### src/rtl/instr_encoder_pkg.sv
// Shared instruction-set constants for the MIPS encoder and the CTRL decoder.
// Latency: n/a (constants and types only).
// Backpressure: n/a.
// Contents: mnemonic codes, opcode/funct values, illegal-code boundary, FIFO entry type.
package instr_encoder_pkg;

  // Symbolic mnemonic codes presented on in_mnem
  localparam logic [3:0] MN_NOP  = 4'd0;
  localparam logic [3:0] MN_ADD  = 4'd1;
  localparam logic [3:0] MN_SUB  = 4'd2;
  localparam logic [3:0] MN_SUBP = 4'd3;
  localparam logic [3:0] MN_ORI  = 4'd4;
  localparam logic [3:0] MN_LW   = 4'd5;
  localparam logic [3:0] MN_SW   = 4'd6;
  localparam logic [3:0] MN_BEQ  = 4'd7;
  localparam logic [3:0] MN_LUI  = 4'd8;
  localparam logic [3:0] MN_JAL  = 4'd9;
  localparam logic [3:0] MN_JR   = 4'd10;
  localparam logic [3:0] MN_J    = 4'd11;

  // First code with no instruction behind it; everything at or above is illegal
  localparam logic [3:0] MN_ILLEGAL_MIN = 4'd12;

  // Primary opcodes
  localparam logic [5:0] OP_RTYPE = 6'b000000;
  localparam logic [5:0] OP_ORI   = 6'b001101;
  localparam logic [5:0] OP_LW    = 6'b100011;
  localparam logic [5:0] OP_SW    = 6'b101011;
  localparam logic [5:0] OP_BEQ   = 6'b000100;
  localparam logic [5:0] OP_LUI   = 6'b001111;
  localparam logic [5:0] OP_J     = 6'b000010;
  localparam logic [5:0] OP_JAL   = 6'b000011;

  // R-type funct values
  localparam logic [5:0] FN_ADD  = 6'b100000;
  localparam logic [5:0] FN_SUB  = 6'b100010;
  localparam logic [5:0] FN_SUBP = 6'b110001;
  localparam logic [5:0] FN_JR   = 6'b001000;

  // One output-buffer slot: machine word, its IM byte address, illegal flag
  typedef struct packed {
    logic [31:0] instr;
    logic [31:0] addr;
    logic        err;
  } enc_entry_t;

endpackage

### src/rtl/instr_enc_comb.sv
// Purely combinational mnemonic+fields to 32-bit MIPS word; usable as a golden model.
// Latency: 0 cycles (combinational).
// Backpressure: none, no state.
// Ports: mnem/rs/rt/rd/imm/target in; instr (machine word) and err (illegal code) out.
module instr_enc_comb
  import instr_encoder_pkg::*;
(
  input  logic [3:0]  mnem,
  input  logic [4:0]  rs,
  input  logic [4:0]  rt,
  input  logic [4:0]  rd,
  input  logic [15:0] imm,
  input  logic [25:0] target,
  output logic [31:0] instr,
  output logic        err
);

  always_comb begin
    instr = 32'h0000_0000;
    err   = (mnem >= MN_ILLEGAL_MIN);
    // Each arm builds only the fields its format uses, so unused inputs never leak in.
    case (mnem)
      MN_ADD:  instr = {OP_RTYPE, rs, rt, rd, 5'd0, FN_ADD};
      MN_SUB:  instr = {OP_RTYPE, rs, rt, rd, 5'd0, FN_SUB};
      MN_SUBP: instr = {OP_RTYPE, rs, rt, rd, 5'd0, FN_SUBP};
      MN_JR:   instr = {OP_RTYPE, rs, 5'd0, 5'd0, 5'd0, FN_JR};
      MN_ORI:  instr = {OP_ORI, rs, rt, imm};
      MN_LW:   instr = {OP_LW,  rs, rt, imm};
      MN_SW:   instr = {OP_SW,  rs, rt, imm};
      MN_BEQ:  instr = {OP_BEQ, rs, rt, imm};
      MN_LUI:  instr = {OP_LUI, 5'd0, rt, imm};
      MN_J:    instr = {OP_J,   target};
      MN_JAL:  instr = {OP_JAL, target};
      default: instr = 32'h0000_0000;  // NOP and illegal codes both emit zero
    endcase
  end

endmodule

### src/rtl/instr_encoder.sv
// Streams symbolic instruction requests out as addressed 32-bit MIPS words.
// Latency: accept on edge N -> out_valid visible after edge N when the buffer was empty.
// Backpressure: 2-entry output buffer; in_ready drops only when both slots are full.
// Ports: clk, reset (async, active low); in_* request stream (valid/ready);
//        out_* word stream (valid/ready) with addr and err; word_cnt saturating accept count.
module instr_encoder
  import instr_encoder_pkg::*;
#(
  parameter logic [31:0] BASE_ADDR = 32'h0000_3000,
  parameter int          IM_WORDS  = 4096
) (
  input  logic        clk,
  input  logic        reset,
  input  logic        in_valid,
  output logic        in_ready,
  input  logic [3:0]  in_mnem,
  input  logic [4:0]  in_rs,
  input  logic [4:0]  in_rt,
  input  logic [4:0]  in_rd,
  input  logic [15:0] in_imm,
  input  logic [25:0] in_target,
  output logic        out_valid,
  input  logic        out_ready,
  output logic [31:0] out_instr,
  output logic [31:0] out_addr,
  output logic        out_err,
  output logic [15:0] word_cnt
);

  // IM_WORDS is a power of two, so the index wraps by natural overflow.
  localparam int IDX_W = $clog2(IM_WORDS);

  logic [31:0]      enc_instr;
  logic             enc_err;
  logic [IDX_W-1:0] idx;
  enc_entry_t       slot [0:1];
  enc_entry_t       head;
  logic             rd_ptr;
  logic             wr_ptr;
  logic [1:0]       count;
  logic             push;
  logic             pop;

  instr_enc_comb u_enc (
    .mnem   (in_mnem),
    .rs     (in_rs),
    .rt     (in_rt),
    .rd     (in_rd),
    .imm    (in_imm),
    .target (in_target),
    .instr  (enc_instr),
    .err    (enc_err)
  );

  // Gating with reset keeps in_ready low during reset and high on the first
  // cycle after release; otherwise it follows only the registered fill level.
  assign in_ready  = reset && (count != 2'd2);
  assign out_valid = (count != 2'd0);
  assign push      = in_valid && in_ready;
  assign pop       = out_valid && out_ready;

  assign head      = slot[rd_ptr];
  assign out_instr = head.instr;
  assign out_addr  = head.addr;
  assign out_err   = head.err;

  always_ff @(posedge clk or negedge reset) begin
    if (!reset) begin
      // Slots are cleared so the idle output shows word 0 at BASE_ADDR.
      slot[0]  <= '{instr: 32'h0, addr: BASE_ADDR, err: 1'b0};
      slot[1]  <= '{instr: 32'h0, addr: BASE_ADDR, err: 1'b0};
      rd_ptr   <= 1'b0;
      wr_ptr   <= 1'b0;
      count    <= 2'd0;
      idx      <= '0;
      word_cnt <= 16'd0;
    end else begin
      if (push) begin
        slot[wr_ptr] <= '{instr: enc_instr,
                          addr:  BASE_ADDR + 32'({idx, 2'b00}),
                          err:   enc_err};
        wr_ptr <= ~wr_ptr;
        idx    <= idx + IDX_W'(1);
        if (word_cnt != 16'hFFFF) begin
          word_cnt <= word_cnt + 16'd1;
        end
      end
      if (pop) begin
        rd_ptr <= ~rd_ptr;
      end
      // Push with pop at count 1 leaves the level unchanged; push at count 2 cannot happen.
      case ({push, pop})
        2'b10:   count <= count + 2'd1;
        2'b01:   count <= count - 2'd1;
        default: count <= count;
      endcase
    end
  end

endmodule

### config.mk
export PLATFORM = sky130hd
export DESIGN_NAME = instr_encoder
export DESIGN_NICKNAME = d
export VERILOG_FILES = /design/src/rtl/instr_encoder_pkg.sv /design/src/rtl/instr_enc_comb.sv /design/src/rtl/instr_encoder.sv
export SDC_FILE = /design/constraint.sdc
export NUM_CORES = 1
export LEC_CHECK = 0
export CAP_MARGIN = 20
export CORE_ASPECT_RATIO = 0.75
export CORE_MARGIN = 4
export CORE_UTILIZATION = 35
export CTS_BUF_LIST = sky130_fd_sc_hd__clkbuf_4
export CTS_CLUSTER_DIAMETER = 60
export DETAILED_ROUTE_END_ITERATION = 16
export SYNTH_ARGS = -nofsm -noshare
export SYNTH_HDL_FRONTEND = slang
export SYNTH_SLANG_ARGS = --single-unit
### constraint.sdc
create_clock -name clk -period 2.32 [get_ports clk]
set_clock_uncertainty 0.1 [all_clocks]
set_input_delay 0.464 -clock clk [delete_from_list [all_inputs] [get_ports clk]]
set_output_delay 0.464 -clock clk [all_outputs]
set_load 0.05 [all_outputs]
[Yosys cells after proc, flatten, opt, wreduce, memory -nomap -nowiden]
Cells that the tools add are included.
Cells by class
  muxes and demuxes: 8
  magnitude comparators: 4
  equality and inequality tests: 15
  reduce and logical (&&, ||, !) cells: 7
  $add $sub $neg: 5
  bitwise logic cells: 4
Operators by type and width (count)
  $pmux 32 s11: 1
  $mux 65: 4
  $bwmux 130: 1
  $demux 65 s1: 1
  $add 16x1->16 const B: 1
  $eq 4x3->1 const B: 4
  $eq 4x4->1 const B: 4
  $ne 16x16->1 const B: 1
  $add 14x14->15 const A: 1
  $add 12x1->12 const B: 1
  $eq 4x2->1 const B: 2
  $eq 4x1->1 const B: 1
  $ge 2x2->1 const B: 2
  $ge 4x4->1 const B: 1
  $logic_and 1x1->1: 4
  $not 1->2: 2
  $pmux 2 s2: 1
  $reduce_bool 2->1: 2
  $add 2x1->2 const B: 1
  $eq 2x1->1 const B: 1
  $eq 2x2->1 const B: 1
  $lt 2x1->1 const B: 1
  $ne 2x2->1 const B: 1
  $not 1->1: 2
  other kinds (2): 2
Word-level totals
  output and inout bits: 83
  logic and storage cells: 54
  bits of input ports: 65
  register bits after elaboration: 162

[Longest topological paths before layout]
Gate-level depths: netlist of the first run.
  depth after elaboration: 6
  gate-level depth with buffers: 7
  gate-level depth less buffers: 7

[Modules after synthesis]
A second synthesis of the first run with hierarchy kept.
Second synthesis, totals
  cells, all modules: 595
  area, all modules: 6311.1 sq um
Modules (own cells, without submodules)
  instr_encoder: area each 5686.7 sq um, times used 1, seq. area each 3108.0 sq um, cells each 506
  instr_enc_comb: area each 624.3 sq um, times used 1, seq. area each 0.0 sq um, cells each 89

[Worst setup path after synthesis of the first run]
OpenSTA, ideal clock, no wires.
  path type: register -> register
  start point: register word_cnt[0]
  end point: register word_cnt[1]
  cell stages (with the launch flop): 6
  slack: 0.265 ns
  library setup time: 0.128 ns
  clock period less this slack: 2.055 ns
  data required time: 2.092 ns
  arrival time: 1.827 ns
  path buffers: 0
  cell sequence: dfrtp_1 ha_1 and4_1 nand4_1 and2_1 mux2_1
Between the ends
  cells in the longest elaborated chain, start to end: 2
  elaborated cells between the ends (all ways): 3
  classes of those cells: add/sub: 1; eq/ne: 1; reduce/logical: 1
Ends and longest elaborated chain
  start, declared: RTL line instr_encoder.sv:27  | output logic [15:0] word_cnt
  start signal, assigned: RTL line instr_encoder.sv:85  | word_cnt <= word_cnt + 16'd1;
  branches (longest 2 deep; another with $add 16x1->16)
Several ways; the timed one is not identified.
A chain may end at the register's enable or synchronous reset.

[Final worst setup path of the first run]
  start point: register rd_ptr
  end point: output port out_addr[2]
Between the ends
  cells in the longest elaborated chain, start to end: 4
Ends and longest elaborated chain
  start, declared: RTL line instr_encoder.sv:38  | logic rd_ptr;
  start signal, assigned: RTL line instr_encoder.sv:89  | rd_ptr <= ~rd_ptr;
  $not 1->2 (not written as such): RTL line instr_encoder.sv:62  | assign head = slot[rd_ptr];
  $mux 65 (not written as such) (3 in series): RTL line instr_encoder.sv:62
  end, declared: RTL line instr_encoder.sv:25  | output logic [31:0] out_addr,
Every way passes these cells. The select of a mux whose other input is x is not followed.

==> flow_summary_export.csv, run 1 <==
group,metric,value,unit
status,status,"finished, violations left",
status,violations,"setup timing",
sta,tns,-0.327,ns
yosys,ys_seq_area_frac,0.505,
yosys,synthXorXnorAreaFrac,0.0376,
setup_path,critPathKind,"reg -> out",
routing,vias,4624,
setup_path,startpoint_type,"flip-flop",
sta,hold_ws,0.202,ns
setup_path,cp_top_family,"flip-flops",
sta,hold_viol,0,
routing,firstDrtPassIters,6,
sta,timing.fmax,0.424,GHz
setup_path,cp.arrival,1.80,ns
yosys,ys.warnings.count,0,
grt,grt_max_degree,117,
clock_tree,cts_sinks,122,
power,combPwrFrac,0.538,
yosys,yosys-top-cells-area,"dfrtp_1 49%, mux2_2 15%, nand2_1 5.6%",
yosys,syn_area,6060,um2
yosys,yosysTopAreaCell,"dfrtp_1",
floorplan,chipWidth,160,um
power,clkPwrFrac,0.153,
routing,wire_per_inst,17.1,um
power,p_int,6.34,mW
setup_path,cp.required,1.76,ns
power,p_leak,3.91,nW
power,p_per_area,1320,nW/um2
grt,grt_pass1_wl,25400,um
yosys,synthCells,544,
routing,final_antenna_net_count,0,
setup_path,crit_chain,"buf_6, clkbuf_16, mux2_4, buf_8",
sta,setup_viol,17,
yosys,synth_simple_gate_area_share,0.132,
clock_tree,cts_tree,"yes",
sta,finalCritPeriodShare,1.02,
placed_design,place_area,7600,um2
grt,grt-ovfl-total,0,
sta,finalMaxSlewViolations,0,
placed_design,dpl.hpwl,10900,um
sta,setup_ws,-0.0398,ns
clock_tree,cts-root-buf,"clkbuf_4",
routing,viasPerCell,4.98,
sta,rsz0062_at_grt,"true",
clock_tree,clk_latency,0.52,ns
sta,maxSlewHeadroom,0.490,
setup_path,cp_slowest_cell,"dfrtp_2",
setup_path,timing.critical_path.buf_inv,3,
yosys,yosysUniqueCellTypes,48,
power,seqPwrFrac,0.309,
yosys,synth_ff_type,"dfrtp_1",
grt,antenna_found_initial,1,
grt,grt_pass1_vias,4775,
clock_tree,cts_made_buffers,17,
routing,drt_wl_total,15900,um
power,finalPower,11.0,mW
yosys,synth_compound_area_frac,0.0872,
yosys,synth_enable_flop_cells,0,
clock_tree,clockBufferDepth,2,
setup_path,cp-end-kind,"output port",
finish,fin_nets,769,
power,p_sw,4.66,mW
yosys,yosys.area.top_type_share,0.488,
placed_design,portBuffers,127,
yosys,synth_top_family_by_area,"multiplexers",
grt,grt_use_total,0.164,
yosys,synthMuxAreaShare,0.179,
finish,final_area,8340,um2
run,maxCapViolations,0,
sta,min_period,2.36,ns
routing,drc_errors,0,
sta,worst_pin_slew,0.759,ns
clock_tree,cts.htree.levels,4,
floorplan,ioPinCount,148,
hold_path,hold_path.class,"in -> async",
floorplan,core_area,16900,um2
clock_tree,clk_pin_slew,0.11,ns
finish,drive_gt1_frac,0.316,
floorplan,die_area,19500,um2
floorplan,die_h,122,um
floorplan,core.rowCount,41,
yosys,synth_async_sr_flop_share,1.00,
finish,syn_to_final_growth,37.7,%
yosys,synth_area_per_cell,11.1,um2
floorplan,start_util,0.359,
yosys,synth_adder_area_share,0.00826,
power,peakVddDrop,0.791,mV
setup_path,cp_max_fo,6,
setup_path,max_stage_delay,0.49,ns
placed_design,gp_congestion,0.832,
yosys,ys_seq_elements,122,
routing,drt-initial-drc-count,289,
power,p_sw_frac,0.424,
==> cell families after synthesis <==
logic type	count (synthesis)
muxes	93
DFF	122
AOI/OAI and AO/OA	82
other	1
and+or+nand+nor	162
buffers and inverters	54
xor gates and xnor gates	26
adders and majority gates	4
==> worst paths after layout <==
kind,startpoint,end,slack (ns),cells past startpoint
worst max-delay path,rd_ptr,out_addr[2],-0.04,4
min in group clk,idx[10],slot[78],0.35,1
worst min-delay path,reset,idx[1],0.20,2
max in group asynchronous,reset,slot[59],1.06,3
worst min register to register,idx[10],slot[78],0.35,1
worst max register to register,word_cnt[0],word_cnt[1],0.41,5
==> stage by stage <==
step	setup WS (ns)	instances	util
CTS	-0.147	929	0.487
global route	-0.127	929	0.494
floorplan	0.265	563	-
detailed placement	-0.100	887	0.450
finish	-0.0398	929	0.494
global placement	-0.0847	887	0.450
==> cells in the mapped netlist (all sizes together), types with 5 or more instances <==
cell and number:
dfrtp 118, mux2 93, nand2 90, o21ai 48
buf 32, xnor2 19, clkbuf 18, nand3 17
a32oi 12, nor2 9, nand4 8, a22o 7
xor2 7, nor3 6, a222oi 5, and2 5
and3 5, nand2b 5
==> registers in the layout (all words and copies together) (netlist names) <==
register	count
count	2
idx	12
rd_ptr	1
slot	90
word_cnt	16
wr_ptr	1
==> final cells by class <==
type / count / area, um2
Tap cell: 215 / 269
Clock buffer: 18 / 135
Clock inverter: 14 / 179
Antenna cell: 1 / 2.50
Multi-Input combinational cell: 387 / 2890
Timing Repair Buffer: 168 / 1790
Sequential cell: 122 / 3060
Fill cell: 1517 / 8540
Inverter: 4 / 15.0
==> worst register-to-register path: stages, from the launching register on <==
cell and delay (ns):
dfrtp_1 0.43, ha_1 0.21, and4_1 0.25, nand4_1 0.24, and2_1 0.27, mux2_1 0.31
==> power by group through the flow <==
| stage | Combinational, mW | Sequential (mW) | Clock, mW |
|---|---|---|---|
| floorplan | 3.52 | 3.39 | 0 |
| global placement | 5.02 | 3.38 | 0 |
| detailed placement | 5.07 | 3.44 | 0 |
| CTS | 5.77 | 3.38 | 1.73 |
| global route | 6.24 | 3.50 | 1.83 |
| finish | 5.91 | 3.40 | 1.68 |
==> timing repair <==
| item | in CTS | in global routing |
|---|---|---|
| hold buffers | 1 | 0 |
| setup buffers | 7 | 2 |
| endpoints found under the setup margin | 55 | 45 |
| endpoints found under the hold margin | 6 | 0 |
| gates cloned | 2 | 1 |
| gates resized for setup | 68 | 46 |
| pin swaps | 0 | 0 |
==> layout by cell type (no fill, tap or decap), types with 2 or more instances in the layout <==
cell type and n:
a21o_1 2, a21oi_1 3, a222oi_1 5, a22o_1 7, a32oi_1 12, and2_1 5
and3_1 5, and4_1 3, buf_12 9, buf_4 34, buf_6 29, buf_8 15
bufinv_16 4, clkbuf_4 18, clkdlybuf4s50_1 63, clkinv_1 2, clkinv_2 4, clkinvlp_4 3
conb_1 20, dfrtp_1 117, dfstp_2 4, dlygate4sd2_1 16, ha_1 4, inv_1 3
mux2_2 51, mux2_4 41, nand2_1 90, nand2b_1 5, nand3_1 16, nand4_1 8
nand4b_1 2, nor2_1 7, nor2_4 2, nor3_1 5, nor4_2 2, o21ai_0 28
o21ai_1 20, o31ai_1 2, xnor2_1 19, xor2_1 7
==> per-layer routing <==
| metal | vias up | wire, um | GRT usage |
|---|---|---|---|
| met4 | 0 | 140 | 0.0484 |
| met3 | 11 | 1030 | 0.0490 |
| met5 | - | 0 | 0 |
| met1 | 2277 | 7640 | 0.233 |
| met2 | 128 | 7050 | 0.244 |
| li1 | 2208 | - | - |
Power figures use the tool's default switching activity.
==> run 2, diff against run 1 <==
--- a/config.mk
+++ b/config.mk
@@ -6,12 +6,16 @@
 export NUM_CORES = 1
 export LEC_CHECK = 0
 export CAP_MARGIN = 20
+export CELL_PAD_IN_SITES_DETAIL_PLACEMENT = 1
+export CELL_PAD_IN_SITES_GLOBAL_PLACEMENT = 1
 export CORE_ASPECT_RATIO = 0.75
 export CORE_MARGIN = 4
-export CORE_UTILIZATION = 35
+export CORE_UTILIZATION = 30
 export CTS_BUF_LIST = sky130_fd_sc_hd__clkbuf_4
 export CTS_CLUSTER_DIAMETER = 60
 export DETAILED_ROUTE_END_ITERATION = 16
+export GPL_TIMING_DRIVEN = 0
+export PLACE_DENSITY_LB_ADDON = 0.1
 export SYNTH_ARGS = -nofsm -noshare
 export SYNTH_HDL_FRONTEND = slang
 export SYNTH_SLANG_ARGS = --single-unit
==> run 2 against run 1 <==
Net effect:
- the run still ends with setup timing left
- utilization down 5.8 points
- critical path depth unchanged
- first-iteration DRC count down 45%
- largest cell class unchanged
==> flow_summary_export.csv, run 2 (same netlist as run 1, synthesis figures left out) <==
group,metric,value,unit
floorplan,die_area,22500,um2
routing,drc_errors,0,
grt,grt-ovfl-total,0,
grt,grt_use_total,0.164,
routing,drt-initial-drc-count,160,
routing,drt_wl_total,18300,um
floorplan,chipWidth,172,um
placed_design,gp_congestion,0.758,
setup_path,cp-startpoint,"rd_ptr",
floorplan,ioPinCount,148,
clock_tree,cts.htree.levels,4,
setup_path,startpoint_type,"flip-flop",
hold_path,min_from,"idx[10]",
setup_path,cp_max_fo,6,
clock_tree,clk_pin_slew,0.12,ns
sta,worst_pin_slew,0.858,ns
sta,timing.fmax,0.417,GHz
sta,min_period,2.40,ns
clock_tree,cts_made_buffers,17,
finish,top_register,"slot",
clock_tree,cts_tree,"yes",
status,status,"finished, violations left",
power,p_per_area,1330,nW/um2
setup_path,crit_chain,"buf_8, clkbuf_16, mux2_4, buf_8",
finish,drive_gt1_frac,0.319,
finish,fin_util,0.436,
routing,viasPerCell,4.82,
clock_tree,cts-root-buf,"clkbuf_4",
grt,grt_pass1_vias,5117,
setup_path,cp-end-kind,"output port",
setup_path,cp_slowest_cell,"dfrtp_2",
grt,grt_max_degree,44,
sta,setup_ws,-0.0752,ns
status,violations,"setup timing",
clock_tree,cts_sinks,122,
finish,syn_to_final_growth,41.2,%
finish,mostFrequentLayoutCell,"dfrtp_1",
setup_path,max_stage_delay,0.50,ns
sta,finalCritPeriodShare,1.03,
finish,num_antenna_cells,0,
grt,grt_pass1_wl,28400,um
placed_design,portBuffers,126,
floorplan,die_h,131,um
power,peakVddDrop,0.837,mV
sta,hold_viol,0,
run,maxCapViolations,0,
hold_path,hold_path.class,"reg -> reg",
placed_design,dpl.hpwl,12700,um
sta,setup_viol,37,
finish,reg_top3,"slot: 90 flops, word_cnt: 16 flops, idx: 12 flops",
power,p_leak,4.01,nW
routing,wire_per_inst,18.5,um
finish,fin_nets,793,
floorplan,core.rowCount,44,
setup_path,cp.required,1.76,ns
setup_path,path_common_cell,"buf_8",
finish,largest_reg_flops,90,
floorplan,core_area,19600,um2
setup_path,reg2reg_from,"count[1]",
sta,rsz0062_at_grt,"true",
finish,layout_common_cells,"116 x dfrtp_1, 90 x nand2_1, 62 x clkdlybuf4s50_1",
routing,firstDrtPassIters,5,
setup_path,critPathKind,"reg -> out",
sta,finalMaxSlewViolations,0,
routing,vias,4769,
clock_tree,clk_latency,0.52,ns
sta,tns,-1.45,ns
grt,antenna_found_initial,0,
routing,final_antenna_net_count,0,
clock_tree,clockBufferDepth,2,
setup_path,cp.arrival,1.83,ns
floorplan,start_util,0.309,
sta,maxSlewHeadroom,0.423,
[run 2: final timing paths]
| kind | to | slack [ns] | depth (start not counted) |
|---|---|---|---|
| max | out_instr[10] | -0.08 | 4 |
| min | slot[78] | 0.35 | 1 |
| max reg2reg | slot[103] | 0.28 | 6 |
| min reg2reg | slot[78] | 0.35 | 1 |
| max in group asynchronous | slot[117] | 1.11 | 4 |
| min in group asynchronous | word_cnt[7] | 0.49 | 4 |
[run 2: metal layers]
metal  GRT usage  wire length, um  vias to the layer above
met5           0                0                        -
met4      0.0379              127                        0
met1       0.232             8960                     2395
met2       0.255             8410                      108
met3      0.0400              829                        8
li1            -                -                     2258
[run 2: what timing repair did]
action / 4_1_cts / 5_1_grt
endpoints found under the setup margin: 101 / 46
buffers inserted: 5 / 1
hold buffers: 6 / 0
hold endpoints to repair: 37 / 0
cloned: 2 / 2
resized for setup: 348 / 57
[run 2: report_power, final]
group	internal [mW]	switching [mW]	leakage, nW	total (mW)
Combinational	2.76	3.45	2.28	6.22
Clock	0.856	0.877	0.162	1.73
Sequential	2.88	0.534	1.57	3.41
[run 2: area by class of cell]
type                       count  area [um2]
clock buffer                  17         128
buffer                        49         359
tap                          253         317
clock inverter                15         199
sequential                   122        3060
fill                        2138       11100
timing repair buffer         143        1600
multi-input combinational    387        2880
inverter                       4        15.0
[run 2: metrics by stage]
stage                     std cells  total power, mW  area [um2]  hold WS, ns  setup WS [ns]
after detailed placement        943             8.69        7730        0.301         -0.916
after CTS                       987             11.0        8330        0.338         -0.133
after floorplan                 563             6.91        6130       0.0684          0.265
final                           990             11.4        8550        0.349        -0.0752
after global routing            990             12.0        8550        0.385         -0.180
after global placement          942             8.54        7700        0.333          -6.09
[run 2: worst max-delay path, delay by kind of cell, from the launching register on]
| kind | cells | cell delay (ns) |
|---|---|---|
| muxes | 1 | 0.31 |
| DFF | 1 | 0.50 |
| buffers and inverters | 3 | 0.49 |
==> run 3, diff against run 2 <==
--- a/config.mk
+++ b/config.mk
@@ -5,6 +5,7 @@
 export SDC_FILE = /design/constraint.sdc
 export NUM_CORES = 1
 export LEC_CHECK = 0
+export ABC_CLOCK_PERIOD_IN_PS = 2320
 export CAP_MARGIN = 20
 export CELL_PAD_IN_SITES_DETAIL_PLACEMENT = 1
 export CELL_PAD_IN_SITES_GLOBAL_PLACEMENT = 1
==> results of run 3 <==
Same layout as run 2: the final DEF is identical, and so are final timing and power.
